$ cat config.mk
export PLATFORM = sky130hd
export DESIGN_NAME = grf_wport_arbiter
export DESIGN_NICKNAME = d
export VERILOG_FILES = /design/src/rtl/grf_wport_arbiter.sv
export SDC_FILE = /design/constraint.sdc
export NUM_CORES = 1
export LEC_CHECK = 0
export ABC_AREA = 1
export CELL_PAD_IN_SITES_DETAIL_PLACEMENT = 1
export CELL_PAD_IN_SITES_GLOBAL_PLACEMENT = 1
export CORE_AREA = 2 2 146 105
export DETAILED_ROUTE_END_ITERATION = 10
export DIE_AREA = 0 0 148 107
export PLACE_DENSITY_LB_ADDON = 0.1
export RECOVER_POWER = 25
export SETUP_SLACK_MARGIN = 0.5
export SLEW_MARGIN = 20
export SYNTH_ARGS = -nofsm -noshare
export SYNTH_HDL_FRONTEND = slang
export SYNTH_SLANG_ARGS = --single-unit
export TNS_END_PERCENT = 50
$ cat constraint.sdc
create_clock -name clk -period 7.75 [get_ports clk]
set_clock_uncertainty 0.1 [all_clocks]
set_input_delay 1.55 -clock clk [delete_from_list [all_inputs] [get_ports clk]]
set_output_delay 1.55 -clock clk [all_outputs]
set_load 0.01 [all_outputs]
$ cat src/rtl/grf_wport_arbiter.sv
// Arbitrates the single GRF write port between W-stage writeback and buffered
// long-unit results, with a starvation bound on the buffered head.
module grf_wport_arbiter #(
    parameter int WIDTH   = 32,
    parameter int DEPTH   = 2,
    parameter int MAXWAIT = 3
) (
    input  logic             clk,
    input  logic             reset,
    input  logic             wb_valid,
    input  logic [2:0]       wb_addr_sel,
    input  logic             lu_valid,
    input  logic [4:0]       lu_addr,
    input  logic [WIDTH-1:0] lu_data,
    output logic             lu_ready,
    output logic             grf_we,
    output logic [2:0]       addr_sel,
    output logic [4:0]       buf_addr,
    output logic             wd_sel,
    output logic [WIDTH-1:0] buf_data,
    output logic             wb_stall,
    input  logic [4:0]       q_addr,
    output logic             q_pending
);

    localparam int PW = (DEPTH > 1) ? $clog2(DEPTH) : 1;
    localparam int CW = PW + 1;
    localparam int WW = (MAXWAIT > 0) ? $clog2(MAXWAIT + 1) : 1;
    localparam logic [CW-1:0] FULLCNT = CW'(DEPTH);
    localparam logic [WW-1:0] WMAX    = WW'(MAXWAIT);

    typedef enum logic [1:0] {IDLE, PEND, FORCE} state_t;

    state_t           state, state_nxt;
    logic [4:0]       addr_mem [DEPTH];
    logic [WIDTH-1:0] data_mem [DEPTH];
    logic [PW-1:0]    rd_ptr, wr_ptr;
    logic [CW-1:0]    count, count_nxt;
    logic [WW-1:0]    wait_cnt, wait_nxt;
    logic             empty, full, head_grant, push_fire, push_store;

    assign empty      = (count == '0);
    assign full       = (count == FULLCNT);
    assign lu_ready   = !full && !reset;
    assign push_fire  = lu_valid && lu_ready;
    // Writes to $0 complete the handshake but are never worth buffering.
    assign push_store = push_fire && (lu_addr != 5'd0);

    always_comb begin
        count_nxt = count;
        if (push_store && !head_grant)
            count_nxt = count + CW'(1);
        else if (!push_store && head_grant)
            count_nxt = count - CW'(1);

        wait_nxt = wait_cnt;
        if (head_grant || empty)
            wait_nxt = '0;
        else if (wait_cnt != WMAX)
            wait_nxt = wait_cnt + WW'(1);
    end

    always_ff @(posedge clk) begin
        if (reset) begin
            rd_ptr   <= '0;
            wr_ptr   <= '0;
            count    <= '0;
            wait_cnt <= '0;
        end else begin
            if (push_store)
                wr_ptr <= wr_ptr + PW'(1);
            if (head_grant)
                rd_ptr <= rd_ptr + PW'(1);
            count    <= count_nxt;
            wait_cnt <= wait_nxt;
        end
    end

    always_ff @(posedge clk) begin
        if (push_store) begin
            addr_mem[wr_ptr] <= lu_addr;
            data_mem[wr_ptr] <= lu_data;
        end
    end

    always_ff @(posedge clk) begin
        if (reset)
            state <= IDLE;
        else
            state <= state_nxt;
    end

    // FORCE means the head must win next cycle regardless of the pipeline.
    always_comb begin
        state_nxt = PEND;
        if (count_nxt == '0)
            state_nxt = IDLE;
        else if ((count_nxt == FULLCNT) || (wait_nxt == WMAX))
            state_nxt = FORCE;
    end

    always_comb begin
        head_grant = 1'b0;
        grf_we     = 1'b0;
        addr_sel   = 3'd0;
        wd_sel     = 1'b0;
        wb_stall   = 1'b0;
        if (!reset) begin
            head_grant = (state == FORCE) || ((state == PEND) && !wb_valid);
            if (head_grant) begin
                grf_we   = 1'b1;
                addr_sel = 3'd7;
                wd_sel   = 1'b1;
                wb_stall = wb_valid;
            end else begin
                grf_we   = wb_valid;
                addr_sel = wb_addr_sel;
            end
        end
    end

    assign buf_addr = (reset || empty) ? 5'd0 : addr_mem[rd_ptr];
    assign buf_data = (reset || empty) ? '0 : data_mem[rd_ptr];

    // An entry is live when its distance from the read pointer is below count.
    always_comb begin
        logic [PW-1:0] offs;
        q_pending = 1'b0;
        offs      = '0;
        for (int i = 0; i < DEPTH; i++) begin
            offs = PW'(i) - rd_ptr;
            if ((CW'(offs) < count) && (addr_mem[i] == q_addr))
                q_pending = 1'b1;
        end
        if (reset || (q_addr == 5'd0))
            q_pending = 1'b0;
    end

endmodule
==> results by group, run 1 <==
Worst setup path
  – RR Endpoint: data_mem[1][9]
  – Data required, critical path: just over 6 ns
  – Worst setup path start: reset
  – CP Max Fanout: 35
  – Crit. End Element: primary output
  – Setup CP Type: input pin to primary output
  – CP endpoint: buf_addr[1]
  – Critical Path AT: 3.67 ns
  – R2R setup slack: ~5.3 ns
  – R2R depth: 6
  – Worst r2r src: count[0]
  – CP Launch Type: input pin

Clock network
  – Clk_lat worst skew: between 0.3 and 0.4 ns
  – Clk sinks: 83
  – Postcts setup bufs: 0
  – CTS Buf Count: 9
  – Root buffer cell: clkbuf_16
  – CTS Buffer Depth: 2
  – Post-CTS Resized: 0
  – Hold_buf cts: 0
  – CTS tree: built
  – Worst-path clk slew: about 0.06 ns
  – H-tree Lvls: 3

Synthesis
  – Post-synth EDFFs: 74
  – Synth cell count leaders: nand2_1, edfxtp_1, a21oi_1
  – Seq cells post-synth: just over 80
  – Yosys warns: 0
  – Largest area contributor in the netlist: edfxtp_1
  – Sequential fraction of the synthesis area: a little over two thirds
  – Main area contributors after synthesis: edfxtp_1, nand2_1, a21oi_1
  – Synthesized Nets: 351
  – Mapped Cells: 300
  – Post-synthesis cell area: between 0.003 and 0.004 mm²
  – Netlist cell types: 24
  – Most frequent cell after synthesis: nand2_1
  – Mean post-synth cell area: about 11 µm²
  – Synth async-reset ratio: 0%
  – Synth Flop Type: edfxtp_1
  – Area share of the largest cell type after synthesis: 64.8%

Floorplan
  – # rows: 37
  – Die ar.: roughly 0.016 mm²
  – Die Ht: about 110 µm
  – Core box area: between 0.01 and 0.015 mm²
  – I/O Pins: between 90 and 100
  – Starting density of the core: between 20% and 30%
  – Die width: roughly 150 µm

Drt
  – TritonRoute pass-1 iters: 4
  – 1st-iter DRT viols: between 100 and 150
  – Via/cell ratio: around 4.2
  – Routed Wire Length: between 9000 and 10,000 µm
  – Post-route DRC: 0
  – Vias: approximately 2,500
  – ANT nets after route: 0
  – Per-cell routed wire length: ~15 µm

Timing
  – # setup viols final: 0
  – Max frequency: around 190 MHz
  – Slew Viols, Final: 0
  – Max-slew headroom: about half
  – Final hold viol count: 0
  – Final min period: between 5 and 6 ns
  – Period utilization: 68.6%
  – Worst slew pin tran: 0.738 ns
  – Unrepaired setup endpoints after global routing: false
  – Setup TNS: 0 ns

Placement
  – Port Buffers: between 90 and 100
  – Dpl cell area: about 0.0046 mm²
  – HPWL Detailed: 6180 µm
  – GP Congestion: approximately 0.72

Flow run
  – Max_cap viols: 0

Final layout
  – Design area: between 0.004 and 0.005 mm²
  – Share of post-route cells with drive strength above 1: slightly below 10%
  – Layout Nets: 448
  – Syn-to-layout area delta: 44.7%

Power and ir drop
  – Leakage dissipation: about 1.8 nW
  – Power share of the sequential group: 38.5%
  – NetSw: 0.000391 W
  – Clk pwr share: 36.5%
  – Combinational power share: about a quarter
  – Switching share of power: 28.0%
  – Total power per unit cell area: between 200 and 300 mW/mm²
  – VDD IR max: around 0.13 mV
  – Int Pwr: 0.00101 W

Global routing
  – Number of global-route vias before repair: between 2,000 and 3,000
  – Initial antenna violation count: 4
  – Tot GR Track Use: about 12%
  – Total congestion overflow: 0
  – Pin count of the biggest net entering global routing: 36
  – First-pass GRT wire length: ~14,000 µm

Status
  – Run status: finished clean

Worst hold path
  – Worst Hold Class: flop to flop
-- kinds of logic (layout without fill, tap and decap cells) --
logic type | Yosys count | in the layout | share of synthesized area (%)
flops | 83 | 83 | 70.1
other cells | 0 | 3 | 0
xor+xnor | 6 | 6 | 1.53
fa+ha+maj | 2 | 2 | 0.730
buf+inv | 36 | 137 | 4.12
compound gates | 55 | 55 | 8.47
simple gates | 118 | 118 | 15.1
-- cell usage in the layout, fill, tap and decap left out, types with 6 or more instances in the layout --
cell type,synthesis,routed
dlygate4sd3_1,0,25
dfxtp_1,9,9
edfxtp_1,74,74
o21ai_0,9,9
nand2_2,7,7
nand2_1,83,83
a21oi_1,42,42
inv_1,19,19
inv_2,6,6
clkdlybuf4s50_1,0,68
nor2_1,15,13
clkbuf_16,0,9
-- worst min path at each step --
stage | start | endpoint | slack, ns | depth (start not counted)
4_1_cts | wait_cnt[0] | wait_cnt[0] | 0.35 | 1
3_3_place_gp | wait_cnt[0] | wait_cnt[0] | 0.34 | 1
3_5_place_dp | wait_cnt[0] | wait_cnt[0] | 0.33 | 1
6_report | wait_cnt[0] | wait_cnt[0] | 0.35 | 1
2_1_floorplan | wait_cnt[0] | wait_cnt[0] | 0.31 | 1
5_1_grt | wait_cnt[0] | wait_cnt[0] | 0.38 | 1
-- final cells by class --
| type | instances | area, µm² |
|---|---|---|
| clock buffers | 9 | 225 |
| diodes | 3 | 7.51 |
| fillers | 1597 | 9480 |
| inverters | 25 | 93.8 |
| repair buffers | 97 | 961 |
| flip-flops and latches | 83 | 2400 |
| well taps | 195 | 244 |
| multi-input cells | 181 | 900 |
| clock inverters | 6 | 129 |
-- power groups by stage --
stage          logic [W]  clock network (W)  registers (W)
2_1_floorplan   0.000185                  0       0.000545
3_3_place_gp    0.000363                  0       0.000548
3_5_place_dp    0.000362                  0       0.000548
4_1_cts         0.000365           0.000525       0.000539
5_1_grt         0.000391           0.000544       0.000542
6_report        0.000349           0.000510       0.000539
-- metal layers --
layer  vias up  track usage (%)  part of all wire [%]
met5         -                0                  0.17
met1      1194             16.8                    50
met2        66             17.5                    42
met3        10             4.89                   6.3
met4         2             2.86                  0.92
li1       1221                -                     -
-- sequential cells by signal, summed over array words and instances, names as in the netlist, named ones only --
signal    cells
wr_ptr        1
rd_ptr        1
count         2
wait_cnt      2
addr_mem     10
state         2
data_mem     64
-- metrics by stage --
| step | hold slack (ns) | utilization [%] | setup slack [ns] | cells | total power (W) |
|---|---|---|---|---|---|
| final | 0.353 | 34.4 | 2.43 | 599 | 0.00140 |
| after global routing | 0.377 | 34.3 | 2.25 | 598 | 0.00148 |
| after CTS | 0.348 | 34.3 | 2.37 | 596 | 0.00143 |
| after detailed placement | 0.334 | 31.9 | 2.38 | 581 | 0.000910 |
| after global placement | 0.341 | 31.9 | 2.42 | 581 | 0.000910 |
| after floorplan | 0.313 | - | 3.79 | 300 | 0.000730 |
-- worst max-delay path, cell delays in order --
cell	delay, ns
clkdlybuf4s50_1	0.52
nor2_1	0.33
inv_2	0.36
a21oi_1	0.32
clkdlybuf4s50_1	0.59
No activity file was read; power rests on OpenSTA's default activity.
==> inputs of run 2 (changes only) <==
- clock period: 7.75 -> 4.4 ns (I/O delays scaled with it)
==> results by group, run 2 (synthesized netlist as in run 1, its figures left out) <==
Final layout
  – Commonest cells after routing, fill and taps aside: nand2_1, edfxtp_1, clkdlybuf4s50_1
  – Commonest non-fill, non-tap cell in the layout: nand2_1
  – Share of post-route cells with drive strength above 1: between 10% and 20%
  – Max FFs per register: 64
  – Layout Nets: between 400 and 500
  – Biggest regs: data_mem x64, addr_mem x10
  – Fillers: around 1,600
  – Syn-to-layout area delta: 44.7%
  – Most flop-heavy register: data_mem

Floorplan
  – I/O Pins: 94
  – Starting density of the core: between 20% and 30%
  – # rows: 37
  – Die width: roughly 150 µm
  – Die ar.: 0.0158 mm²
  – Core box area: 0.0144 mm²
  – Die Ht: ~110 µm

Worst setup path
  – Worst-path cell chain: clkdlybuf4s50_1, nor2_4, inv_4, a21oi_1, clkdlybuf4s50_1
  – CP Buf/Inv Count: 3
  – R2R depth: 6
  – R2R setup slack: 2.22 ns
  – Data required, critical path: 3.42 ns
  – Critical Path AT: 2.71 ns
  – Slowest stage cell, crit path: clkdlybuf4s50_1
  – Slowest cell delay on critical path: just under 0.6 ns
  – CP Launch Type: input pin
  – Delay-heaviest family, CP: buffers and inverters
  – Setup CP Type: input pin to primary output
  – CP Max Fanout: 35
  – RR Endpoint: data_mem[0][18]
  – Worst path most repeated cell: clkdlybuf4s50_1
  – Crit. End Element: primary output
  – Worst r2r src: count[0]
  – Worst setup path start: reset

Worst hold path
  – Hold endpoint: wait_cnt[0]
  – Worst Hold Class: flop to flop
  – Min-delay src: wait_cnt[0]
  – WHS Path Cells: 1

Drt
  – TritonRoute pass-1 iters: 4
  – Vias: roughly 2,500
  – Per-cell routed wire length: roughly 15 µm
  – 1st-iter DRT viols: 93
  – ANT nets after route: 0
  – Routed Wire Length: a little over 9000 µm
  – Via/cell ratio: 4.19
  – Post-route DRC: 0

Clock network
  – Root buffer cell: clkbuf_16
  – Clk sinks: 83
  – CTS Buffer Depth: 2
  – H-tree Lvls: 3
  – Clk_lat worst skew: between 0.3 and 0.4 ns
  – Postcts setup bufs: 0
  – CTS tree: built
  – CTS Buf Count: 9
  – Hold_buf cts: 0
  – Worst-path clk slew: ~0.06 ns

Power and ir drop
  – VDD IR max: 0.207 mV
  – Total power: between 0.002 and 0.0025 W
  – Total power per unit cell area: between 400 and 500 mW/mm²
  – Leakage dissipation: roughly 1.8 nW

Timing
  – Max frequency: roughly 270 MHz
  – Max-slew headroom: between 60 and 70%
  – Period utilization: a little over four fifths
  – Final hold viol count: 0
  – Unrepaired setup endpoints after global routing: false
  – # setup viols final: 0
  – Min Hold Slack: 0.347 ns
  – Setup TNS: 0 ns
  – Slew Viols, Final: 0
  – Final min period: approximately 3.7 ns
  – Worst slew pin tran: 0.517 ns

Placement
  – Port Buffers: between 90 and 100
  – HPWL Detailed: approximately 6300 µm
  – GP Congestion: between 0.7 and 0.8

Global routing
  – First-pass GRT wire length: approximately 14,000 µm
  – Initial antenna violation count: 3
  – Total congestion overflow: 0
  – Tot GR Track Use: 12.1%
  – Pin count of the biggest net entering global routing: 36
  – Number of global-route vias before repair: 2,645

Flow run
  – Max_cap viols: 0

Status
  – Run status: finished clean
run 2: how the worst max path moves through the flow:
stage,end,cells past startpoint
after CTS,buf_addr[4],5
after global routing,buf_addr[1],5
final,buf_data[26],5
after detailed placement,buf_addr[4],5
after global placement,buf_addr[4],5
after floorplan,addr_mem[1][0],3
run 2: final cells by class:
class	instances	area, µm²	area share [%]
sequential	83	2400	48.4
timing repair buffer	98	993	20.0
multi-input combinational	181	907	18.3
tap	195	244	4.92
clock buffer	9	225	4.54
inverter	25	96.3	1.94
clock inverter	7	91.3	1.84
antenna	1	2.50	0.0504
run 2: through the flow:
step | instances | worst slack [ns] | utilization (%) | instance area (µm²)
finish | 599 | 0.708 | 34.4 | 4960
global route | 598 | 0.558 | 34.3 | 4960
CTS | 598 | 0.594 | 34.3 | 4950
detailed placement | 582 | 0.352 | 32.1 | 4630
global placement | 582 | 0.410 | 32.1 | 4630
floorplan | 300 | 1.11 | - | 3430
run 2: power by group:
group          leakage [nW]  internal (W)  switching, W
logic                 0.885      0.000254      0.000371
clock network         0.156      0.000496      0.000301
registers             0.752      0.000923     0.0000264
total                  1.79       0.00167      0.000698
run 2: per-layer routing:
layer	global-route usage, %	part of all wire [%]	up-vias
met5	0	0.29	-
met4	3.06	0.96	4
met3	4.47	5.8	12
met2	18.4	44	66
met1	16.4	49	1200
li1	-	-	1227
run 2: timing repair:
item	4_1_cts	5_1_grt
hold endpoints to repair	0	0
setup endpoints to repair	34	1
resized for setup	2	1
==> inputs of run 3 (changes only) <==
- clock period: 4.4 -> 3.2 ns (I/O delays scaled with it)
==> results by group, run 3 (synthesized netlist as in run 1, its figures left out) <==
Clock network
  – Root buffer cell: clkbuf_16
  – H-tree Lvls: 3
  – CTS Buffer Depth: 2
  – CTS Buf Count: 9
  – Clk_lat worst skew: ~0.33 ns
  – CTS tree: built
  – Clk sinks: between 80 and 90
  – Postcts setup bufs: 0
  – Worst-path clk slew: 0.06 ns

Worst setup path
  – Setup CP Type: input pin to primary output
  – Data required, critical path: ~2.5 ns
  – Critical Path AT: roughly 2.2 ns
  – CP Launch Type: input pin
  – Crit. End Element: primary output
  – CP Max Fanout: 4

Power and ir drop
  – Total power: around 0.0032 W
  – Total power per unit cell area: about 640 mW/mm²
  – VDD IR max: between 0.2 and 0.25 mV
  – Leakage dissipation: ~2.1 nW

Global routing
  – First-pass GRT wire length: between 10,000 and 15,000 µm
  – Pin count of the biggest net entering global routing: 35
  – Total congestion overflow: 0
  – Initial antenna violation count: 3
  – Number of global-route vias before repair: approximately 2,700
  – Tot GR Track Use: around 12%

Status
  – Run status: finished clean

Final layout
  – Most flop-heavy register: data_mem
  – Design area: 0.00504 mm²
  – Biggest regs: data_mem x64, addr_mem x10
  – Diode count: 0
  – Commonest cells after routing, fill and taps aside: nand2_1, edfxtp_1, a21oi_1
  – Max FFs per register: 64
  – Layout Nets: 456
  – Share of post-route cells with drive strength above 1: about 16%
  – Commonest non-fill, non-tap cell in the layout: nand2_1
  – Fillers: ~1,600
  – Syn-to-layout area delta: 47.1%

Drt
  – TritonRoute pass-1 iters: 4
  – 1st-iter DRT viols: 72
  – Routed Wire Length: ~9400 µm
  – Vias: 2,519
  – ANT nets after route: 0
  – Post-route DRC: 0
  – Per-cell routed wire length: between 15 and 20 µm
  – Via/cell ratio: between 4 and 5

Timing
  – Slew Viols, Final: 0
  – Final hold viol count: 0
  – Max-slew headroom: between 70% and 80%
  – Unrepaired setup endpoints after global routing: true
  – Worst slew pin tran: about 0.43 ns
  – # setup viols final: 0
  – Period utilization: between 90% and 100%
  – Min Hold Slack: ~0.34 ns
  – Final min period: between 2 and 3 ns
  – Max frequency: roughly 350 MHz
  – Setup TNS: 0 ns

Placement
  – Dpl cell area: about 0.0047 mm²
  – GP Congestion: around 0.75
  – HPWL Detailed: approximately 6600 µm
  – Port Buffers: a little over 90

Floorplan
  – Die Ht: around 110 µm
  – Core box area: ~0.014 mm²
  – # rows: 37
  – Starting density of the core: between 20% and 30%
  – Die width: about 150 µm
  – I/O Pins: 94
  – Die ar.: around 0.016 mm²

Worst hold path
  – Worst Hold Class: flop to flop

Flow run
  – Max_cap viols: 0
[run 3: per-stage QoR]
step           util [%]  setup WS, ns  std cells
6_report           34.9         0.310        605
5_1_grt            34.9         0.176        605
4_1_cts            34.6         0.247        605
3_5_place_dp       32.4        0.0755        589
3_3_place_gp       32.4         0.102        589
2_1_floorplan         -         0.145        300
[run 3: final timing paths]
kind | start | to | slack (ns) | depth (start not counted)
worst max-delay path | reset | buf_addr[2] | 0.31 | 6
worst min-delay path | wait_cnt[0] | wait_cnt[0] | 0.34 | 1
worst max register to register | count[0] | data_mem[1][16] | 1.18 | 6
worst min register to register | wait_cnt[0] | wait_cnt[0] | 0.34 | 1
[run 3: worst max-delay path, cell delays in order]
cell and delay, ns:
clkdlybuf4s50_1 0.44, nor2_2 0.14, buf_4 0.17, o21ai_0 0.09
a21oi_1 0.12, clkdlybuf4s50_1 0.55
[run 3: report_power, final]
part	internal (W)	leakage, nW	switching [W]
Sequential	0.00127	0.752	0.0000385
Combinational	0.000347	1.26	0.000517
Clock	0.000608	0.134	0.000422
[run 3: timing repair]
action / CTS / global route
setup endpoints to repair: 44 / 44
hold buffers: 0 / 0
pin swaps: 2 / 0
gates resized for setup: 55 / 25
[run 3: area by class of cell]
cell class	count	area, µm²	area share, %
flip-flops and latches	83	2400	47.7
repair buffers	105	1080	21.4
multi-input cells	181	911	18.1
well taps	195	244	4.84
clock buffers	9	225	4.47
inverters	25	103	2.03
clock inverters	7	77.6	1.54
[run 3: per-layer routing]
metal | vias up | share of wire, % | GRT usage, %
met5 | - | 0.31 | 0
met4 | 6 | 0.85 | 3.47
met3 | 14 | 6.1 | 4.34
met2 | 62 | 42 | 18.3
met1 | 1203 | 50 | 17.2
li1 | 1234 | - | -
